### config.mk
export PLATFORM = sky130hd
export DESIGN_NAME = unidade_entrada_saida
export DESIGN_NICKNAME = d
export VERILOG_FILES = /design/src/rtl/unidade_entrada_saida.sv
export SDC_FILE = /design/constraint.sdc
export NUM_CORES = 1
export LEC_CHECK = 0
export ABC_AREA = 0
export CAP_MARGIN = 40
export CELL_PAD_IN_SITES_DETAIL_PLACEMENT = 1
export CELL_PAD_IN_SITES_GLOBAL_PLACEMENT = 2
export CORE_MARGIN = 1.5
export CORE_UTILIZATION = 26
export CTS_BUF_LIST = sky130_fd_sc_hd__clkbuf_4 sky130_fd_sc_hd__clkbuf_8
export DETAILED_ROUTE_END_ITERATION = 8
export HOLD_SLACK_MARGIN = 0.03
export PLACE_DENSITY_LB_ADDON = 0.1
export SLEW_MARGIN = 40
export SYNTH_ARGS = -nofsm -noshare
export SYNTH_HDL_FRONTEND = slang
export SYNTH_SLANG_ARGS = --single-unit
### constraint.sdc
create_clock -name clock -period 1.7 [get_ports clock]
set_input_delay 0.34 -clock clock [delete_from_list [all_inputs] [get_ports clock]]
set_output_delay 0.34 -clock clock [all_outputs]
set_load 0.01 [all_outputs]
### src/rtl/unidade_entrada_saida.sv
// I/O handshake unit. It answers the control unit's inp/out strobes. An out
// latches the datapath value into the display register. An inp stalls the
// processor until the confirm button is released and then pressed, each level
// held stable for DEBOUNCE cycles. The switch value is then returned for
// write-back.
module unidade_entrada_saida #(
    parameter int unsigned DATA_W   = 32,
    parameter int unsigned CHAVES_W = 16,
    parameter int unsigned DEBOUNCE = 50000
) (
    input  logic              clock,
    input  logic              resetN,
    input  logic              inp,
    input  logic              out,
    input  logic [DATA_W-1:0] dadoSaida,
    input  logic [CHAVES_W-1:0] chaves,
    input  logic              botao,
    output logic              stall,
    output logic [DATA_W-1:0] dadoEntrada,
    output logic              entradaValida,
    output logic [DATA_W-1:0] regSaida,
    output logic              saidaAtualizada,
    output logic              aguardando
);

    // Counter holds 0..DEBOUNCE. The transition fires on the DEBOUNCE-th
    // qualifying cycle, so the counter normally tops out at DEBOUNCE-1.
    localparam int unsigned CNT_W = $clog2(DEBOUNCE + 1);
    localparam logic [CNT_W-1:0] CNT_LAST = CNT_W'(DEBOUNCE - 1);
    localparam logic [CNT_W-1:0] CNT_MAX  = CNT_W'(DEBOUNCE);
    localparam logic [CNT_W-1:0] CNT_ONE  = CNT_W'(1);

    // Reject parameter sets the datapath cannot represent.
    generate
        if (CHAVES_W > DATA_W) begin : g_bad_chaves_w
            $error("CHAVES_W must not exceed DATA_W");
        end
        if (DEBOUNCE < 1) begin : g_bad_debounce
            $error("DEBOUNCE must be at least 1");
        end
    endgenerate

    typedef enum logic [1:0] {
        StOcioso        = 2'd0,
        StEsperaSoltar  = 2'd1,
        StEsperaApertar = 2'd2,
        StCaptura       = 2'd3
    } estado_e;

    estado_e state_q, state_d;

    logic [CNT_W-1:0]  cnt_q, cnt_d;
    logic              b_meta_q, b_sync_q;
    logic [DATA_W-1:0] dado_entrada_q;
    logic [DATA_W-1:0] reg_saida_q;
    logic              saida_atualizada_q;
    logic              capture;
    logic              update;

    // Two-flop synchronizer for the asynchronous button.
    always_ff @(posedge clock or negedge resetN) begin
        if (!resetN) begin
            b_meta_q <= 1'b0;
            b_sync_q <= 1'b0;
        end else begin
            b_meta_q <= botao;
            b_sync_q <= b_meta_q;
        end
    end

    // State and debounce counter registers.
    always_ff @(posedge clock or negedge resetN) begin
        if (!resetN) begin
            state_q <= StOcioso;
            cnt_q   <= '0;
        end else begin
            state_q <= state_d;
            cnt_q   <= cnt_d;
        end
    end

    // Next-state logic: release qualification, press qualification, then capture.
    always_comb begin
        state_d = state_q;
        cnt_d   = cnt_q;
        capture = 1'b0;
        update  = 1'b0;
        unique case (state_q)
            StOcioso: begin
                cnt_d = '0;
                // inp has priority if the decoder ever raises both strobes.
                if (inp) begin
                    state_d = StEsperaSoltar;
                end else if (out) begin
                    update = 1'b1;
                end
            end
            StEsperaSoltar: begin
                // A press held over from an earlier inp must be released first.
                if (b_sync_q) begin
                    cnt_d = '0;
                end else if (cnt_q == CNT_LAST) begin
                    cnt_d   = '0;
                    state_d = StEsperaApertar;
                end else if (cnt_q != CNT_MAX) begin
                    cnt_d = cnt_q + CNT_ONE;
                end
            end
            StEsperaApertar: begin
                if (!b_sync_q) begin
                    cnt_d = '0;
                end else if (cnt_q == CNT_LAST) begin
                    cnt_d   = '0;
                    capture = 1'b1;
                    state_d = StCaptura;
                end else if (cnt_q != CNT_MAX) begin
                    cnt_d = cnt_q + CNT_ONE;
                end
            end
            StCaptura: begin
                cnt_d   = '0;
                state_d = StOcioso;
            end
            default: begin
                cnt_d   = '0;
                state_d = StOcioso;
            end
        endcase
    end

    // Captured switch value, zero-extended. It holds until the next capture.
    always_ff @(posedge clock or negedge resetN) begin
        if (!resetN) begin
            dado_entrada_q <= '0;
        end else if (capture) begin
            dado_entrada_q <= DATA_W'(chaves);
        end
    end

    // Display register and its one-cycle update pulse.
    always_ff @(posedge clock or negedge resetN) begin
        if (!resetN) begin
            reg_saida_q        <= '0;
            saida_atualizada_q <= 1'b0;
        end else begin
            saida_atualizada_q <= update;
            if (update) begin
                reg_saida_q <= dadoSaida;
            end
        end
    end

    // Outputs. Gating with resetN drops stall at once even while inp is held.
    always_comb begin
        stall = resetN && ((state_q == StOcioso && inp) ||
                           state_q == StEsperaSoltar ||
                           state_q == StEsperaApertar);
        aguardando      = resetN && (state_q == StEsperaSoltar ||
                                     state_q == StEsperaApertar);
        entradaValida   = resetN && (state_q == StCaptura);
        dadoEntrada     = dado_entrada_q;
        regSaida        = reg_saida_q;
        saidaAtualizada = saida_atualizada_q;
    end

endmodule

## After elaboration in Yosys (flattened, before gate mapping)

Cells that the tools add are included.

| cells by class | value |
|---|---|
| $add $sub $neg | 1 |
| equal/unequal tests | 10 |
| mux-type cells | 17 |
| reductions and logical operators | 10 |

Operators with widths:

| kind | count |
|---|---|
| $mux 16 | 4 |
| $pmux 16 s3 | 1 |
| $add 16x1->16 const B | 1 |
| $eq 16x16->1 const B | 1 |
| $ne 16x16->1 const B | 1 |
| $mux 2 | 5 |
| $ne 2x2->1 const B | 5 |
| $pmux 2 s4 | 1 |
| $mux 1 | 6 |
| $reduce_and 5->1 | 1 |
| $eq 2x2->1 const B | 2 |
| $logic_and 1x1->1 | 4 |
| $logic_or 1x1->1 | 3 |
| $eq 2x1->1 const B | 1 |
| $logic_not 2->1 | 1 |
| $reduce_or 2->1 | 1 |

| word-level totals | value |
|---|---|
| flip-flop bits (word level) | 69 |
| input port bits | 53 |
| output and inout port bits | 68 |

## Logic depth before layout (Yosys ltp)

Gate-level depths: netlist (run 1).

| logic depth | value |
|---|---|
| depth after elaboration | 5 |
| gate-level depth with buffers | 7 |
| depth with buffers taken out | 6 |

## Least setup slack after synthesis (run 1)

No wires, ideal clock.

| timing | value |
|---|---|
| path type | register to register |
| start | register cnt_q[0] |
| end | register dado_entrada_q[10], in the netlist dadoEntrada[10] |
| arrival time | 1.585 ns |
| slack | -0.010 ns |
| cell stages (with the launch flop) | 7 |
| cells stage by stage | dfrtp_1 -> ha_1 -> and4b_1 -> nand4_2 -> nor2_4 -> buf_12 -> mux2_4 |

| on the way | value |
|---|---|
| cells in the longest elaborated chain, start to end | 4 |

RTL lines:

| element | RTL line | source |
|---|---|---|
| start, declared | 52 | `logic [CNT_W-1:0] cnt_q, cnt_d;` |
| start signal, assigned | 78 | `cnt_q <= cnt_d;` |
| $eq 16x16->1 | 112 | `end else if (cnt_q == CNT_LAST) begin` |
| $mux 1 | 112 |  |
| $mux 1 | 110 | `if (!b_sync_q) begin` |
| $mux 1 | 88 | `unique case (state_q)` |
| end signal, assigned | 136 | `dado_entrada_q <= DATA_W'(chaves);` |
| end, declared | 54 | `logic [DATA_W-1:0] dado_entrada_q;` |

No other way between the ends.
A chain may end at the register's enable or synchronous reset.

## Worst setup path after layout (run 1)

| timing | value |
|---|---|
| start | register state_q[0] |
| end | register state_q[1] |

| on the way | value |
|---|---|
| cells in the longest elaborated chain, start to end | 3 |
| elaborated cells between the ends (all ways) | 11 |
| those cells by class | 8 x eq/ne; 1 x mux; 2 x reduce/logical |

RTL lines:

| element | RTL line | source |
|---|---|---|
| start, declared | 50 | `estado_e state_q, state_d;` |
| start signal, assigned | 74 | `state_q <= StOcioso;` |
| start signal, assigned | 77 | `state_q <= state_d;` |
| $eq 2x2->1 (tied with other cells) | 88 |  |
| $ne 2x2->1 (no source line) | - |  |
| $reduce_and 5->1 (no source line) | - |  |

Several ways; a longest one is shown, not always the timed one.

==> reports/qor.txt, run 1 <==
I/O pins: 121
total congestion overflow: 0
Skew-Pair Late Insertion Delay: 0.35 ns
most frequent cell after synthesis: dfrtp_1
synth top area cells: dfrtp_1 55%, mux2_2 14%, mux2_4 4.8%, buf_4 3.9%, xnor2_1 3.7%
clock sink count: 69
DIE AREA: 12600 µm²
DRT iter0 DRCs: 55
FFs w/ async S/R, synth: 100%
initial antenna violation count: 0
clk slew on worst S/H paths: 0.07 ns
worst vdd ir: 375 µV
Reg2Reg Depth: 7
Mapped Cells: 233
kind of critical path: reg -> reg
H-tree levels: 3
Avg Inst Size Synth: 13.4 µm²
Hold Violations, Final: 0
Bufs on Longest Clock Path: 2
origin of the critical flop-to-flop path: state_q[0]
CP Capture Type: flip-flop
Max-cap violations: 0
share of layout cells above drive strength 1: 32.7%
CTS tree: yes
violated checks: DRC, setup timing
Post-DP HPWL: 5500 µm
HP Class: in -> async
leading area contributor after synthesis: dfrtp_1
via count: 2250
vias in the first global route: 2418
Finished Cell Area: 4910 µm²
post-route ant nets: 0
Initial Util: 26.9%
RSZ-0062 raised after global routing: yes
reg-to-reg slack, setup: -0.14 ns
TritonCTS Buffers: 9
worst-path maximum fanout: 3
chip width: 112 µm
outcome: finished with violations
Synth Flop Type: dfrtp_1
num rows: 39
Yosys top cell area share: 55.4%
Worst-Margin Slew: 0.634 ns
setup ws final: -0.142 ns
pre-CTS setup slack: -0.251 ns
max-slew violations: 0
GRT Overall Usage: 13.2%
CP startpoint: state_q[0]
PwrDens: 696 nW/µm²
IO Port Bufs: 104
largest net degree at the start of global routing: 68
Diodes inserted: 0
f_max: 0.543 GHz
WHS: 0.180 ns
Pleak: 2.22 nW
Area Overhead vs Synth: 57.7%
CTS root buf: clkbuf_8
Post-Syn Area: 3110 µm²
Synth top cells by count: 69 x dfrtp_1, 40 x mux2_2, 19 x nor2_1
DR WL/cell: 15.5 µm
CP required: 1.93 ns
first-pass detailed-route iteration total: 9
register area share after synthesis: 55.4%
via-per-instance ratio: 4.29
type of origin of the critical path: flip-flop
Final min period: 1.84 ns
core area: 11600 µm²
Seq cells post-synth: 69
final period utilization: 108%
setup violators final: 52
EDFF count, synth: 0
Critical Path AT: 2.07 ns
Placed Instance Area: 4480 µm²
PnR Total Power: 3.42 mW
Ys Warns: 0
Clock Skews: 0.00608 ns
synth unique cells: 34
Slew HR: 57.7%
RD Place Congestion: 0.703
Detailed Route WL: 8120 µm
drt drc: 8
NumNets Final: 436
Die H: 112 µm
first-pass GRT wire length: 12800 µm
Fill cells: 1235
## where the power goes
group	switching (mW)	total, mW	internal [mW]
Sequential	0.00767	1.66	1.65
Combinational	0.0940	0.236	0.142
Clock	0.610	1.53	0.918
## per-layer routing
| metal | vias to the layer above | GRT usage (%) | share of wire [%] |
|---|---|---|---|
| met5 | - | 0 | 0 |
| met4 | 0 | 5.06 | 1.3 |
| met3 | 10 | 4.05 | 5.8 |
| met2 | 74 | 22.2 | 50 |
| met1 | 1113 | 15.8 | 43 |
| li1 | 1053 | - | - |
## worst max-delay path, cell delays in order, from the launching register on
cell and delay, ns:
dfrtp_2 0.41, inv_2 0.07, ha_4 0.15, buf_4 0.12
buf_4 0.13, mux2_2 0.26, a211oi_2 0.25, mux2_4 0.33
## final cells by class
type | count | area [µm²] | share of cell area, %
Clock buffer | 12 | 159 | 3.24
Clock inverter | 4 | 70.1 | 1.43
Inverter | 8 | 30.0 | 0.611
Multi-Input combinational cell | 150 | 1370 | 27.8
Sequential cell | 69 | 1730 | 35.2
Tap cell | 143 | 179 | 3.64
Timing Repair Buffer | 139 | 1380 | 28.0
## metrics by stage
stage | setup TNS, ns | utilization (%) | cells
6_report | -2.96 | 42.5 | 525
5_1_grt | -7.99 | 42.5 | 525
4_1_cts | -1.88 | 41.0 | 520
3_5_place_dp | -3.75 | 38.7 | 502
3_3_place_gp | -3.48 | 38.7 | 502
2_1_floorplan | -0.0984 | - | 248
## layout by cell type, fill, tap and decap left out, drive strengths merged
cell	instances
or3	1
nor4bb	1
buf	36
nand2b	1
o21ba	1
clkinv	2
and2	2
dfrtp	69
nor3	4
dlygate4sd3	1
nand3b	1
nor2	20
a211oi	1
mux2	50
and4b	2
xor2	1
nor2b	2
or2	1
nor4	3
a21oi	2
nand4	6
bufinv	2
nor3b	1
nor4b	1
xnor2	13
nand3	5
clkdlybuf4s50	100
ha	6
clkbuf	14
o22ai	1
mux2i	2
conb	16
inv	8
nand2	6
## cells by family (layout without fill, tap and decap cells)
| logic type | count (synthesis) | in the layout | share of synthesized area, % |
|---|---|---|---|
| buf+inv | 29 | 163 | 6.11 |
| fa+ha+maj | 6 | 6 | 2.41 |
| flops | 69 | 69 | 55.4 |
| simple gates | 57 | 57 | 10.8 |
| xor+xnor | 14 | 14 | 3.94 |
| mux | 52 | 52 | 19.9 |
| other cells | 1 | 16 | 0.120 |
| compound gates | 5 | 5 | 1.25 |
## what timing repair did
item                                   in CTS  in global routing
setup buffers                               2                  3
setup endpoints to repair                  52                 68
gates cloned                                0                  2
gates resized for setup                    23                 19
endpoints found under the hold margin       2                  2
pin swaps                                   1                  6
## registers in the layout, summed over array words and instances (netlist names)
name,cells
b_meta_q,1
cnt_q,16
state_q,2
dadoEntrada,16
regSaida,32
saidaAtualizada,1
b_sync_q,1
## worst paths after layout
check,endpoint
hold reg to reg,b_sync_q
min in group clock,b_sync_q
hold / removal,cnt_q[0]
setup reg to reg,state_q[1]
max in group asynchronous,regSaida[28]
setup / recovery,state_q[1]
Note: power is estimated with default switching activity, not from simulation.
==> run 2, diff against run 1 <==
Settings changed: CORE_MARGIN 1.5 to 4.
==> run 2 against run 1 <==
Effect of this change:
- the run ends with setup timing left
- clock skew increased by 0.0011 ns
- fmax decreased by 0.81%
- routed wire length increased by 3.5%
- hold slack got worse by 0.033 ns
- clock power decreased by 7%
- clock-buffer cell count decreased by 3
- die area increased by 9.1%
==> reports/qor.txt, run 2 (synthesis results as in run 1) <==
Inst Count DP: 506
num rows: 39
initial antenna violation count: 0
first-pass detailed-route iteration total: 2
DRT iter0 DRCs: 109
worst vdd ir: 324 µV
number of flip-flops in the largest register: 32
Pleak: 2.26 nW
sequential cell fraction of total power: 49.4%
switching part of the total: 22.2%
first-pass GRT wire length: 13500 µm
HP Class: in -> async
Slew HR: 62.1%
Initial Util: 26.9%
Diodes inserted: 0
Fill cells: 1236
Worst-Margin Slew: 0.568 ns
IO Port Bufs: 104
largest net degree at the start of global routing: 59
GR Util met2: 20.0%
worst-path maximum fanout: 3
max-slew violations: 0
Detailed Route WL: 8410 µm
setup ws final: -0.157 ns
Die H: 117 µm
CP required: 1.36 ns
DIE AREA: 13800 µm²
drt drc: 0
share of layout cells above drive strength 1: 36.2%
Final min period: 1.86 ns
via-per-instance ratio: 4.32
post-route ant nets: 0
f_max: 0.539 GHz
Critical Path AT: 1.52 ns
I/O pins: 121
violated checks: setup timing
internal power: 2.60 mW
vias in the first global route: 2381
GR peak layer: met2
CTS root buf: clkbuf_8
final period utilization: 109%
CP Capture Type: primary output
Skew-Pair Late Insertion Delay: 0.35 ns
Bufs on Longest Clock Path: 2
Post-DP HPWL: 5960 µm
Max-cap violations: 0
kind of critical path: reg -> out
NumNets Final: 443
Area Overhead vs Synth: 61.5%
commonest non-fill, non-tap cell in the layout: clkdlybuf4s50_1
RSZ-0062 raised after global routing: yes
commonest cells after routing, fill and taps aside: 100 x clkdlybuf4s50_1, 69 x dfrtp_1, 33 x mux2_2
clock sink count: 69
GRT Overall Usage: 12.4%
pre-CTS setup slack: -0.250 ns
core area: 11600 µm²
total congestion overflow: 0
DR WL/cell: 15.9 µm
Psw: 0.744 mW
Clock power frac: 42.8%
RD Place Congestion: 0.729
PwrDens: 665 nW/µm²
CTS tree: yes
GRT met3 Usage: 4.09%
Hold Violations, Final: 0
combinational power share: 7.8%
type of origin of the critical path: flip-flop
M1 GR Usage: 14.9%
outcome: finished with violations
clk slew on worst S/H paths: 0.07 ns
Clock Skews: 0.00717 ns
via count: 2287
TritonCTS Buffers: 9
setup violators final: 53
H-tree levels: 3
chip width: 117 µm
final cell count without fillers: 530
==> run 2: cell types whose count changed in the layout (fill, tap and decap cells not counted), moves of 2 or more <==
cell / previous run / this run
dfrtp_1: 67 / 69
buf_4: 26 / 31
dfrtp_2: 2 / 0
ha_4: 4 / 1
buf_6: 4 / 6
ha_2: 0 / 2
nor2_1: 19 / 4
nor2_4: 1 / 16
clkbuf_8: 11 / 9
==> run 2: worst paths after layout <==
path	from	endpoint	slack, ns	depth (start not counted)
worst max-delay path	state_q[0]	aguardando	-0.16	6
worst min-delay path	resetN	dadoEntrada[1]	0.15	2
worst max register to register	cnt_q[11]	dadoEntrada[10]	-0.15	6
worst min register to register	b_meta_q	b_sync_q	0.37	0
max in group asynchronous	resetN	state_q[1]	0.94	3
min in group clock	b_meta_q	b_sync_q	0.37	0
==> run 2: worst max-delay path, stage by stage, from the launching register on <==
cell and delay, ns:
dfrtp_1 0.40, inv_2 0.05, buf_4 0.13, buf_6 0.11, ha_4 0.26, and2_4 0.13, buf_6 0.09
==> run 2: final cells by class <==
cell class / instances / area [µm²] / area share (%)
clock buffers: 9 / 124 / 2.46
clock inverters: 5 / 77.6 / 1.54
inverters: 8 / 30.0 / 0.597
multi-input cells: 150 / 1450 / 28.9
flip-flops and latches: 69 / 1730 / 34.3
well taps: 143 / 179 / 3.56
repair buffers: 146 / 1440 / 28.7
==> run 2: power by group through the flow <==
stage                     clock network [mW]  logic (mW)  registers, mW
final                                   1.43       0.261           1.65
after detailed placement                   0       0.234           1.69
after global routing                    1.57       0.287           1.65
after global placement                     0       0.232           1.69
after floorplan                            0      0.0695           1.69
after CTS                               1.49       0.240           1.65
==> run 2: stage by stage <==
step	cell area [µm²]	hold WS [ns]	util (%)	power (mW)	setup TNS, ns
6_report	5030	0.147	43.5	3.35	-6.59
5_1_grt	5030	0.213	43.5	3.52	-13.32
4_1_cts	4840	0.291	41.8	3.39	-6.61
3_5_place_dp	4500	0.356	38.9	1.92	-4.36
3_3_place_gp	4500	0.350	38.9	1.92	-3.32
2_1_floorplan	3170	0.0444	-	1.76	-0.0984
==> run 2: per-layer routing <==
metal	up-vias	share of wire, %
met1	1137	43
met3	12	6.3
li1	1062	-
met5	-	0
met4	0	2.1
met2	76	49
==> run 2: timing repair <==
item | in CTS | in global routing
cloned | 1 | 1
endpoints found under the setup margin | 52 | 69
hold buffers | 2 | 0
pin swaps | 3 | 16
hold endpoints to repair | 11 | 0
gates resized for setup | 33 | 37
buffers inserted | 3 | 3
==> run 3, diff against run 2 <==
Settings changed: CORE_MARGIN 4 to not set.
==> run 3 against run 2 <==
Effect of this change:
- the run ends with DRC, setup timing left
- fmax grew 1.0%
- design area grew 0.32%
- register-to-register slack gained 0.06 ns
- worst setup slack gained 0.019 ns
- cell count shrank 0.19%
- critical path depth is the same
- core utilization grew 0.14 points
- clock-buffer cell count is the same
- total power grew 5.6%
- critical path type unchanged
- largest cell class unchanged
- largest power group unchanged
==> reports/qor.txt, run 3 (synthesis results as in run 1) <==
outcome: finished with violations
violated checks: DRC, setup timing
Final min period: 1.84 ns
CP Capture Type: primary output
first-pass detailed-route iteration total: 6
commonest non-fill, non-tap cell in the layout: clkdlybuf4s50_1
worst-path cell chain: buf_4 -> buf_6 -> buf_6 -> ha_4 -> and2_4 -> buf_6
RD Place Congestion: 0.669
Finished Cell Area: 5050 µm²
origin of the critical flop-to-flop path: cnt_q[12]
Hold Violations, Final: 0
setup ws final: -0.138 ns
kind of critical path: reg -> out
internal power: 2.76 mW
Critical Path AT: 1.50 ns
NumNets Final: 440
Reg area: 1730 µm²
largest net degree at the start of global routing: 60
worst-path maximum fanout: 3
setup violators final: 29
total congestion overflow: 0
Reg2Reg Depth: 5
final period utilization: 108%
Skew-Pair Late Insertion Delay: 0.36 ns
post-route ant nets: 0
commonest cells after routing, fill and taps aside: 100 x clkdlybuf4s50_1, 69 x dfrtp_1, 33 x mux2_2
Fill cells: 1230
Worst-Margin Slew: 0.556 ns
CP startpoint: state_q[0]
Psw: 0.773 mW
Slew HR: 62.9%
DRT iter0 DRCs: 78
Initial Util: 26.9%
DIE AREA: 12400 µm²
HP Class: reg -> reg
Diodes inserted: 0
IO Port Bufs: 104
Area Overhead vs Synth: 62.0%
initial antenna violation count: 0
CTS tree: yes
Detailed Route WL: 7790 µm
Clock power frac: 46.0%
Pleak: 2.26 nW
drt drc: 9
core area: 11600 µm²
multi-input logic area: 1470 µm²
Worst path slowest cell: dfrtp_1
CP most frequent cell: buf_6
switching part of the total: 21.9%
number of flip-flops in the largest register: 32
max-slew violations: 0
TritonCTS Buffers: 9
Die H: 111 µm
f_max: 0.544 GHz
Critical Path Max Stage Delay: 0.41 ns
H-tree levels: 3
reg-to-reg slack, setup: -0.09 ns
GRT Overall Usage: 13.2%
num rows: 39
PwrDens: 701 nW/µm²
first-pass GRT wire length: 12400 µm
share of layout cells above drive strength 1: 37.0%
CP required: 1.36 ns
Critical Path End: entradaValida
clock sink count: 69
RR Endpoint: state_q[1]
Post-DP HPWL: 5320 µm
I/O pins: 121
CTS root buf: clkbuf_8
via count: 2242
sequential cell fraction of total power: 46.8%
chip width: 111 µm
RSZ-0062 raised after global routing: yes
Placed Instance Area: 4490 µm²
Max-cap violations: 0
Bufs on Longest Clock Path: 2
pre-CTS setup slack: -0.237 ns
vias in the first global route: 2372
via-per-instance ratio: 4.24
DR WL/cell: 14.7 µm
Clock Skews: 0.0102 ns
type of origin of the critical path: flip-flop
clk slew on worst S/H paths: 0.08 ns
combinational power share: 7.2%
worst vdd ir: 690 µV
## run 3: final cells by class
class                   instances  area share (%)
flip-flops and latches         69            34.2
inverters                       8           0.595
repair buffers                143            27.8
multi-input cells             150            29.1
clock inverters                 7            2.26
well taps                     143            3.55
clock buffers                   9            2.45
## run 3: per-layer routing
metal,GRT usage (%),vias to the layer above,routed length (µm),share of wire [%]
met5,0,-,0,0
met4,5.68,0,112,1.4
met3,5.88,8,502,6.4
met2,21.4,75,3840,49
met1,15.0,1096,3330,43
li1,-,1063,-,-
## run 3: power by group through the flow
| stage | Combinational, mW | Clock, mW | Sequential [mW] |
|---|---|---|---|
| CTS | 0.228 | 1.70 | 1.65 |
| global route | 0.278 | 1.75 | 1.66 |
| floorplan | 0.0695 | 0 | 1.69 |
| finish | 0.254 | 1.63 | 1.65 |
| detailed placement | 0.227 | 0 | 1.69 |
| global placement | 0.226 | 0 | 1.69 |
## run 3: critical path: cells and delay by family, from the launching register on
| kind | cells | cell delay (ns) |
|---|---|---|
| adders and majority gates | 1 | 0.14 |
| buffers and inverters | 4 | 0.46 |
| DFF | 1 | 0.41 |
| and+or+nand+nor | 1 | 0.13 |
## run 3: stage by stage
stage | hold WS [ns] | instances | TNS (ns) | util (%) | power (mW)
floorplan | 0.0444 | 248 | -0.0984 | - | 1.76
global placement | 0.337 | 504 | -3.11 | 38.8 | 1.91
detailed placement | 0.346 | 504 | -3.15 | 38.8 | 1.91
CTS | 0.369 | 526 | -2.33 | 41.6 | 3.58
global route | 0.368 | 529 | -6.52 | 43.6 | 3.68
finish | 0.367 | 529 | -1.32 | 43.6 | 3.54
## run 3: how the worst min path moves through the flow
stage	end	startpoint	cells past startpoint	slack, ns
final	b_sync_q	b_meta_q	0	0.37
after floorplan	b_meta_q	resetN	0	0.04
after detailed placement	b_sync_q	b_meta_q	0	0.35
after global placement	b_sync_q	b_meta_q	0	0.34
after CTS	b_sync_q	b_meta_q	0	0.37
after global routing	b_sync_q	b_meta_q	0	0.37
## run 3: timing repair
action / CTS / global route
gates cloned: 1 / 1
gates resized for setup: 24 / 52
buffers inserted: 4 / 4
endpoints found under the hold margin: 10 / 0
pin swaps: 3 / 19
hold buffers: 1 / 0
endpoints found under the setup margin: 52 / 69
